[config.mk]
export PLATFORM = sky130hd
export DESIGN_NAME = damage_encoder
export DESIGN_NICKNAME = d
export VERILOG_FILES = /design/src/rtl/damage_encoder.sv
export SDC_FILE = /design/constraint.sdc
export NUM_CORES = 1
export LEC_CHECK = 0
export CORE_AREA = 2 2 225 227
export CTS_BUF_LIST = sky130_fd_sc_hd__clkbuf_8
export CTS_CLUSTER_DIAMETER = 150
export CTS_CLUSTER_SIZE = 8
export DETAILED_ROUTE_END_ITERATION = 6
export DIE_AREA = 0 0 227 229
export DONT_BUFFER_PORTS = 1
export GPL_TIMING_DRIVEN = 0
export PLACE_DENSITY_LB_ADDON = 0.25
export SETUP_SLACK_MARGIN = 0.05
export SYNTH_ARGS = -nofsm -noshare
export SYNTH_HDL_FRONTEND = slang
export SYNTH_SLANG_ARGS = --single-unit
[constraint.sdc]
create_clock -name Clk -period 44.4 [get_ports Clk]
set_input_delay 4.44 -clock Clk [delete_from_list [all_inputs] [get_ports Clk]]
set_output_delay 4.44 -clock Clk [all_outputs]
set_load 0.01 [all_outputs]
[src/rtl/damage_encoder.sv]
// rtl/damage_encoder.sv - per-tick damage accumulator streaming (select, total) pairs to the decoder
// Optional build macro: DAMAGE_EMIT_SKIP_EN (emit only targets hit with nonzero damage).
module damage_encoder #(
    parameter int NUM_ATTACKERS = 16,
    parameter int ACC_WIDTH     = 12
) (
    input  logic                         Clk,
    input  logic                         Reset,
    input  logic                         tick,
    input  logic [NUM_ATTACKERS-1:0]     attackValid,
    input  logic [5*NUM_ATTACKERS-1:0]   attackTargetBus,
    input  logic [8*NUM_ATTACKERS-1:0]   attackDamageBus,
    output logic [4:0]                   damageSelect,
    output logic [ACC_WIDTH-1:0]         totalDamage,
    output logic                         damageValid,
    output logic                         busy,
    output logic                         done
);

    localparam int          NUM_TARGETS = 17;
    localparam logic [4:0]  TOWER       = 5'd16;
    localparam logic [4:0]  LAST_SLOT   = 5'(NUM_ATTACKERS - 1);
    localparam logic [4:0]  IDLE_SELECT = 5'b11111;

    typedef enum logic [2:0] {
        S_IDLE,
        S_LATCH,
        S_SCAN,
        S_EMIT,
        S_DONE
    } state_t;

    state_t                        state_q, state_d;
    logic [4:0]                    idx_q, idx_d;
    logic [NUM_ATTACKERS-1:0]      valid_sh_q, valid_sh_d;
    logic [5*NUM_ATTACKERS-1:0]    target_sh_q, target_sh_d;
    logic [8*NUM_ATTACKERS-1:0]    damage_sh_q, damage_sh_d;
    logic [ACC_WIDTH-1:0]          acc_q [NUM_TARGETS];
    logic [ACC_WIDTH-1:0]          acc_d [NUM_TARGETS];

    logic [4:0]                    select_q, select_d;
    logic [ACC_WIDTH-1:0]          total_q, total_d;
    logic                          dvalid_q, dvalid_d;
    logic                          busy_q, busy_d;
    logic                          done_q, done_d;

`ifdef DAMAGE_EMIT_SKIP_EN
    logic [NUM_TARGETS-1:0]        mask_q, mask_d;

    function automatic logic [4:0] lowest_idx(input logic [NUM_TARGETS-1:0] m);
        lowest_idx = 5'd0;
        for (int k = NUM_TARGETS - 1; k >= 0; k--) begin
            if (m[k]) lowest_idx = 5'(k);
        end
    endfunction
`endif

    // Current scan slot, pulled from the shadow copies
    logic                          slot_valid;
    logic [4:0]                    slot_target;
    logic [7:0]                    slot_damage;
    logic [4:0]                    slot_acc_idx;
    logic [ACC_WIDTH-1:0]          slot_acc;
    logic [ACC_WIDTH:0]            slot_sum;
    logic [ACC_WIDTH-1:0]          slot_sat;

    always_comb begin
        slot_valid  = 1'b0;
        slot_target = 5'd0;
        slot_damage = 8'd0;
        for (int i = 0; i < NUM_ATTACKERS; i++) begin
            if (idx_q == 5'(i)) begin
                slot_valid  = valid_sh_q[i];
                slot_target = target_sh_q[5*i +: 5];
                slot_damage = damage_sh_q[8*i +: 8];
            end
        end
        slot_acc_idx = slot_target[4] ? TOWER : slot_target;
        slot_acc     = '0;
        for (int k = 0; k < NUM_TARGETS; k++) begin
            if (slot_acc_idx == 5'(k)) slot_acc = acc_q[k];
        end
        slot_sum = {1'b0, slot_acc} + {{(ACC_WIDTH - 7){1'b0}}, slot_damage};
        slot_sat = slot_sum[ACC_WIDTH] ? {ACC_WIDTH{1'b1}} : slot_sum[ACC_WIDTH-1:0];
    end

    always_comb begin
        state_d     = state_q;
        idx_d       = idx_q;
        valid_sh_d  = valid_sh_q;
        target_sh_d = target_sh_q;
        damage_sh_d = damage_sh_q;
        acc_d       = acc_q;
`ifdef DAMAGE_EMIT_SKIP_EN
        mask_d      = mask_q;
`endif

        case (state_q)
            S_IDLE: begin
                if (tick) state_d = S_LATCH;
            end

            S_LATCH: begin
                valid_sh_d  = attackValid;
                target_sh_d = attackTargetBus;
                damage_sh_d = attackDamageBus;
                for (int k = 0; k < NUM_TARGETS; k++) acc_d[k] = '0;
`ifdef DAMAGE_EMIT_SKIP_EN
                mask_d = '0;
`endif
                idx_d   = 5'd0;
                state_d = S_SCAN;
            end

            S_SCAN: begin
                if (slot_valid) begin
                    for (int k = 0; k < NUM_TARGETS; k++) begin
                        if (slot_acc_idx == 5'(k)) begin
                            acc_d[k] = slot_sat;
`ifdef DAMAGE_EMIT_SKIP_EN
                            if (slot_damage != 8'd0) mask_d[k] = 1'b1;
`endif
                        end
                    end
                end
                if (idx_q == LAST_SLOT) begin
`ifdef DAMAGE_EMIT_SKIP_EN
                    // First emitted target is taken from the mask including this slot's hit
                    if (mask_d == '0) begin
                        idx_d   = 5'd0;
                        state_d = S_DONE;
                    end else begin
                        idx_d   = lowest_idx(mask_d);
                        mask_d  = mask_d & (mask_d - 1'b1);
                        state_d = S_EMIT;
                    end
`else
                    idx_d   = 5'd0;
                    state_d = S_EMIT;
`endif
                end else begin
                    idx_d = idx_q + 5'd1;
                end
            end

            S_EMIT: begin
`ifdef DAMAGE_EMIT_SKIP_EN
                if (mask_q == '0) begin
                    idx_d   = 5'd0;
                    state_d = S_DONE;
                end else begin
                    idx_d  = lowest_idx(mask_q);
                    mask_d = mask_q & (mask_q - 1'b1);
                end
`else
                if (idx_q == TOWER) begin
                    idx_d   = 5'd0;
                    state_d = S_DONE;
                end else begin
                    idx_d = idx_q + 5'd1;
                end
`endif
            end

            S_DONE: begin
                state_d = S_IDLE;
            end

            default: begin
                state_d = S_IDLE;
            end
        endcase
    end

    // Output registers track the state being entered, so each pair lines up with its EMIT cycle
    always_comb begin
        select_d = IDLE_SELECT;
        total_d  = '0;
        dvalid_d = 1'b0;
        if (state_d == S_EMIT) begin
            select_d = idx_d;
            dvalid_d = 1'b1;
            for (int k = 0; k < NUM_TARGETS; k++) begin
                if (idx_d == 5'(k)) total_d = acc_d[k];
            end
        end
        busy_d = (state_d == S_LATCH) || (state_d == S_SCAN) || (state_d == S_EMIT);
        done_d = (state_d == S_DONE);
    end

    always_ff @(posedge Clk or posedge Reset) begin
        if (Reset) begin
            state_q     <= S_IDLE;
            idx_q       <= 5'd0;
            valid_sh_q  <= '0;
            target_sh_q <= '0;
            damage_sh_q <= '0;
            for (int k = 0; k < NUM_TARGETS; k++) acc_q[k] <= '0;
`ifdef DAMAGE_EMIT_SKIP_EN
            mask_q      <= '0;
`endif
            select_q    <= IDLE_SELECT;
            total_q     <= '0;
            dvalid_q    <= 1'b0;
            busy_q      <= 1'b0;
            done_q      <= 1'b0;
        end else begin
            state_q     <= state_d;
            idx_q       <= idx_d;
            valid_sh_q  <= valid_sh_d;
            target_sh_q <= target_sh_d;
            damage_sh_q <= damage_sh_d;
            for (int k = 0; k < NUM_TARGETS; k++) acc_q[k] <= acc_d[k];
`ifdef DAMAGE_EMIT_SKIP_EN
            mask_q      <= mask_d;
`endif
            select_q    <= select_d;
            total_q     <= total_d;
            dvalid_q    <= dvalid_d;
            busy_q      <= busy_d;
            done_q      <= done_d;
        end
    end

    assign damageSelect = select_q;
    assign totalDamage  = total_q;
    assign damageValid  = dvalid_q;
    assign busy         = busy_q;
    assign done         = done_q;

endmodule

---- After elaboration in Yosys (flattened, before gate mapping) ----
Cells that the tools add are included.
storage, ports and cells
  register bits ........................... 456
  bits in latches ......................... 0
  memory bits (writable) .................. 0
  memory bits (read-only) ................. 0
  output and inout bits ................... 20
  memories kept ........................... 0
operators by class
  add/sub/neg operators ................... 2
  multipliers ............................. 0
  divide/modulo/power cells ............... 0
  $lt $le $gt $ge ......................... 0
  equality and inequality tests ........... 55
  shift-type cells ........................ 0
  muxes and demuxes ....................... 113
  bitwise operators ....................... 0
  reduce and logical (&&, ||, !) cells .... 6
operators with widths
  cell                                                                   number
  12-bit 2-to-1 mux                                                      53
  204-bit case mux with 2 select lines                                   1
  204-bit 2-to-1 mux                                                     1
  8-bit 2-to-1 mux                                                       16
  5-bit by 4-bit equality test with 1-bit output, second input constant  24
  5-bit 2-to-1 mux                                                       20
  5-bit by 3-bit equality test with 1-bit output, second input constant  12
  5-bit by 2-bit equality test with 1-bit output, second input constant  6
  1-bit 2-to-1 mux                                                       17
  5-bit by 1-bit equality test with 1-bit output, second input constant  3
  5-bit equality test, second input constant                             3
  5-bit logical NOT                                                      3
  5-bit case mux with 3 select lines                                     1
  12-bit by 8-bit adder with 13-bit output                               1
  3-bit by 2-bit equality test with 1-bit output, second input constant  4
  3-bit case mux with 4 select lines                                     1
  3-bit 2-to-1 mux                                                       3
  3-bit by 1-bit equality test with 1-bit output, second input constant  2
  5-bit by 1-bit adder with 5-bit output, second input constant          1
  3-bit equality test, second input constant                             1
  3-bit logical NOT                                                      1
  1-bit logical OR                                                       2

---- Depth between registers and ports, before layout ----
  word-level depth ........................ 59
  gate-level depth with buffers ........... 42
  mapped depth without buffers ............ 37

---- Worst setup path before layout ----
No wires, ideal clock.
  kind .................................... reg-to-reg
  start point ............................. reg idx_q[0]
  end point ............................... reg total_q[3] (netlist: totalDamage[3])
  arrival ................................. 7.126 ns
  required time ........................... 44.289 ns
  slack ................................... 37.163 ns
  stages on the path, launching flop included .. 42
  buffers on the path ..................... 8
  cells stage by stage .................... dfrtp_1 ha_1 buf_2 buf_2 clkbuf_1 nand3_1 inv_1 ha_1 clkbuf_1 clkbuf_1 a21o_1 nand2_2 buf_6 nor4_2 clkbuf_1 a22oi_1 nand3_1 mux2i_1 (+6 left out) inv_1 fa_1 nor2b_1 o21ai_0 a21boi_0 o21ai_0 nand2_1 and2_1 o21ai_0 nand2b_1 o21a_2 and4_1 nor2_1 buf_2 o211ai_1 o21a_1 o21ai_1 a2111oi_2
between the ends
  longest elaborated chain between the ends .. 59
ends and longest elaborated chain
  item                                      RTL line  text
  start, declared                           34        logic [4:0] idx_q, idx_d;
  start signal, assigned                    209       idx_q <= idx_d;
  5-bit logical NOT                         72        if (idx_q == 5'(i)) begin
  5-bit 2-to-1 mux (16 in series)           72
  5-bit 2-to-1 mux                          78        slot_acc_idx = slot_target[4] ? TOWER : slot_target;
  5-bit logical NOT                         81, 118
  12-bit 2-to-1 mux (17 in series)          81        if (slot_acc_idx == 5'(k)) slot_acc = acc_q[k];
  12-bit by 8-bit adder with 13-bit output  83        slot_sum = {1'b0, slot_acc} + {{(ACC_WIDTH - 7){1'b0}}, slot_damage};
  12-bit 2-to-1 mux                         84        slot_sat = slot_sum[ACC_WIDTH] ? {ACC_WIDTH{1'b1}} : slot_sum[ACC_WIDTH-1:0];
  12-bit 2-to-1 mux                         118       if (slot_acc_idx == 5'(k)) begin
  204-bit 2-to-1 mux                        116       if (slot_valid) begin
  204-bit case mux with 2 select lines      98        case (state_q)
  12-bit 2-to-1 mux (17 in series)          184       if (idx_d == 5'(k)) total_d = acc_d[k];
  12-bit 2-to-1 mux (*)                     180       if (state_d == S_EMIT) begin
  named net total_d[3]                      42        logic [ACC_WIDTH-1:0] total_q, total_d;
  end signal, assigned                      218       total_q <= total_d;
  end, declared                             42
Mark *: on every way through the listed nets, which the timed path passes. The rest lies on a longest branch.
A chain may end at the register's enable or synchronous reset.

---- Worst setup path in the final report ----
  start point ............................. reg idx_q[0]
  end point ............................... reg total_q[4] (netlist: totalDamage[4])
Same word-level chain as after synthesis.

==> metrics.md <==
| Metric | Value |
|---|---|
| Post-synth top area share | 46.2% |
| R2r endpoint | totalDamage[4] |
| Detailed Routing Iterations Pass 1 | 7 |
| Largest net degree at the start of global routing | roughly 130 |
| DR WL/cell | between 30 and 40 µm |
| Critical Path Max Stage Delay | 770 ps |
| Post-synthesis cell area | between 20,000 and 25,000 µm² |
| EDFF count, synth | 0 |
| Status | finished with violations |
| Final period utilization | a little over a quarter |
| Crit path capture | totalDamage[4] |
| Gate Count Post-Synth | 2,960 |
| GR Util All Layers | 43.9% |
| H-tree levels | 3 |
| Top_reg_cell synth | dfrtp_1 |
| Initial core utilization | 49.2% |
| Area growth from synthesis to layout | 8.24% |
| CP Capture Type | register |
| Hold-fix buffer count after cts | 0 |
| Clock slew at reported path FFs | approximately 90 ps |
| Die Height | 229 µm |
| Tmin final | around 12,000 ps |
| Yosys reg bits | 456 |
| Library cells used by synthesis | about 110 |
| Worst Skew | 52.4 ps |
| 1st-iter DRT viols | between 3k and 4k |
| Clock root buffer | clkbuf_8 |
| Die area | approximately 52,000 µm² |
| Top cells by area, synth | dfrtp_1, nand2_1, o21ai_0 |
| CP startpoint kind | register |
| CP required | 44,980 ps |
| Crit path arrival time | ~12,000 ps |
| Die W | around 230 µm |
| Synthesized area per cell | slightly above 8 µm² |
| Global-route wire length before repair | 165,000 µm |
| Residual DRC | 18 |
| DR vias | 25.3k |
| # resized after CTS | 0 |
| Vias per Instance | ~6.8 |
| Row cnt | between 80 and 90 |
| HP Class | register to register |
| Share of layout cells above drive strength 1 | 6.24% |
| Post-synthesis sequential area ratio | 46.7% |
| CP Class | register to register |
| Flop-to-flop setup slack | ~33,000 ps |
| Max Cap Viol | 1 |
| Vias in the first global route | 24.1k |
| Final Max Slew Viols | 10 |
| Endpoints failing hold | 0 |
| Top achievable clock speed | 84.5 MHz |
| Violated checks | design-rule violations, max-capacitance violations, max-slew violations |
| I/O Pins | around 250 |
| Leading area contributor after synthesis | dfrtp_1 |
| Worst slew margin | -2.41% |
| Critical path's slowest cell | clkbuf_1 |
| Post-CTS setup buffers | 0 |
| Setup violations, final | 0 |
| Final global-route overflow total | 0 |
| Max clock buf depth | 3 |
| Syn nets | around 3.2k |
| Initial antenna violation count | 2 |
| Setup_tns | 0 ps |
| R2R Path Start | idx_q[0] |
| Core area | 49,700 µm² |
| Clock Sinks | between 400 and 500 |
| CTS tree | built |
| RSZ-0062 raised after global routing | false |
| Critical Path Source | idx_q[0] |
| Port Buffers | 0 |
| Remaining antenna violation count | 0 |
| Clock Latency Late Sink | a little over 700 ps |
| Final wirelength | around 110,000 µm |
| Least-Margin Pin Slew | 1520 ps |
| Detailed placement HPWL | about 87,000 µm |
| Final #Nets | roughly 3.3k |
| CTS Buf Count | 66 |
| Async set-or-reset flop fraction in the synthesized netlist | 100% |
| Ys Warns | 0 |
| Min Hold Slack | ~470 ps |
| Max FO, Critical Path | 10 |
| Reg2Reg Depth | 39 |
| GP Congestion | approximately 1.1 |
area by class of cell:
class	instances	area, µm²
Multi-Input combinational cell	2249	12000
Inverter	39	154
Buffer	216	882
Antenna cell	1	2.50
Timing Repair Buffer	8	125
Clock buffer	66	908
Sequential cell	456	11400
Clock inverter	12	93.8
Tap cell	672	841
Fill cell	4820	23200
worst min-delay path by stage:
| stage | start | endpoint | cells after the start | slack [ps] |
|---|---|---|---|---|
| floorplan | target_sh_q[10] | target_sh_q[10] | 2 | 440 |
| global placement | damage_sh_q[125] | damage_sh_q[125] | 2 | 450 |
| detailed placement | target_sh_q[78] | target_sh_q[78] | 2 | 460 |
| CTS | damage_sh_q[110] | damage_sh_q[110] | 2 | 470 |
| global route | damage_sh_q[110] | damage_sh_q[110] | 2 | 490 |
| finish | damage_sh_q[110] | damage_sh_q[110] | 2 | 470 |
Yosys cell counts, types with 33 or more instances:
| master | count |
|---|---|
| nand2_1 | 850 |
| dfrtp_1 | 451 |
| o21ai_0 | 271 |
| nand3_1 | 241 |
| clkbuf_1 | 170 |
| nor2_1 | 130 |
| a21oi_1 | 114 |
| a22oi_1 | 69 |
| o211ai_1 | 42 |
| a221oi_1 | 39 |
| inv_1 | 38 |
| nor3_1 | 37 |
| buf_2 | 33 |
cells in the final DEF, fill, tap and decap left out, types with 43 or more instances in the layout:
cell and count:
clkbuf_1 170, nand3_1 241, nor2_1 129, a21oi_1 114, dfrtp_1 451, inv_1 43
clkbuf_8 66, a22oi_1 69, nand2_1 850, o21ai_0 271
cells by family (layout without fill, tap and decap cells):
logic type / after synthesis / count (layout) / synth area share (%)
AOI/OAI and AO/OA: 799 / 799 / 21.8
other: 0 / 1 / 0
adders and majority gates: 15 / 15 / 0.799
muxes: 17 / 17 / 0.773
DFF: 456 / 456 / 46.7
buffers and inverters: 255 / 341 / 4.21
and+or+nand+nor: 1411 / 1411 / 25.4
xor gates and xnor gates: 7 / 7 / 0.251
worst max-delay path: cells and delay by family (launching register included):
kind            cells  cell delay (ps)
mux                 1              290
flops               1              460
simple gates       10             2430
fa+ha+maj           4             1150
compound gates     15             4050
buf+inv             9             3300
state kept, by name (all words and copies together) (netlist names):
signal and flops:
totalDamage 12, damageValid 1, done 1, state_q 3, busy 1, valid_sh_q 16, target_sh_q 80, acc_q 204
idx_q 5, damageSelect 5, damage_sh_q 128
stage by stage:
stage / std cells / worst slack (ps) / cell area [µm²] / utilization [%]
after floorplan: 2960 / 27260 / 24400 / -
after global placement: 3632 / 22410 / 25300 / 50.9
after detailed placement: 3638 / 33520 / 25400 / 51.2
after CTS: 3716 / 33460 / 26400 / 53.2
after global routing: 3719 / 32200 / 26400 / 53.2
final: 3719 / 32570 / 26400 / 53.2
per-layer routing:
layer  GRT usage [%]  part of all wire [%]  up-vias  wire, µm
met5               0                 0.011        -        13
met4            17.0                   4.4        2      5000
met3            16.7                    14      331     16200
met2            60.3                    41     1871     46500
met1            62.1                    41    12400     46400
li1                -                     -    10600         -
Power is not shown: default switching activity piles up to over one toggle a cycle in this logic, so the estimate is an artifact.
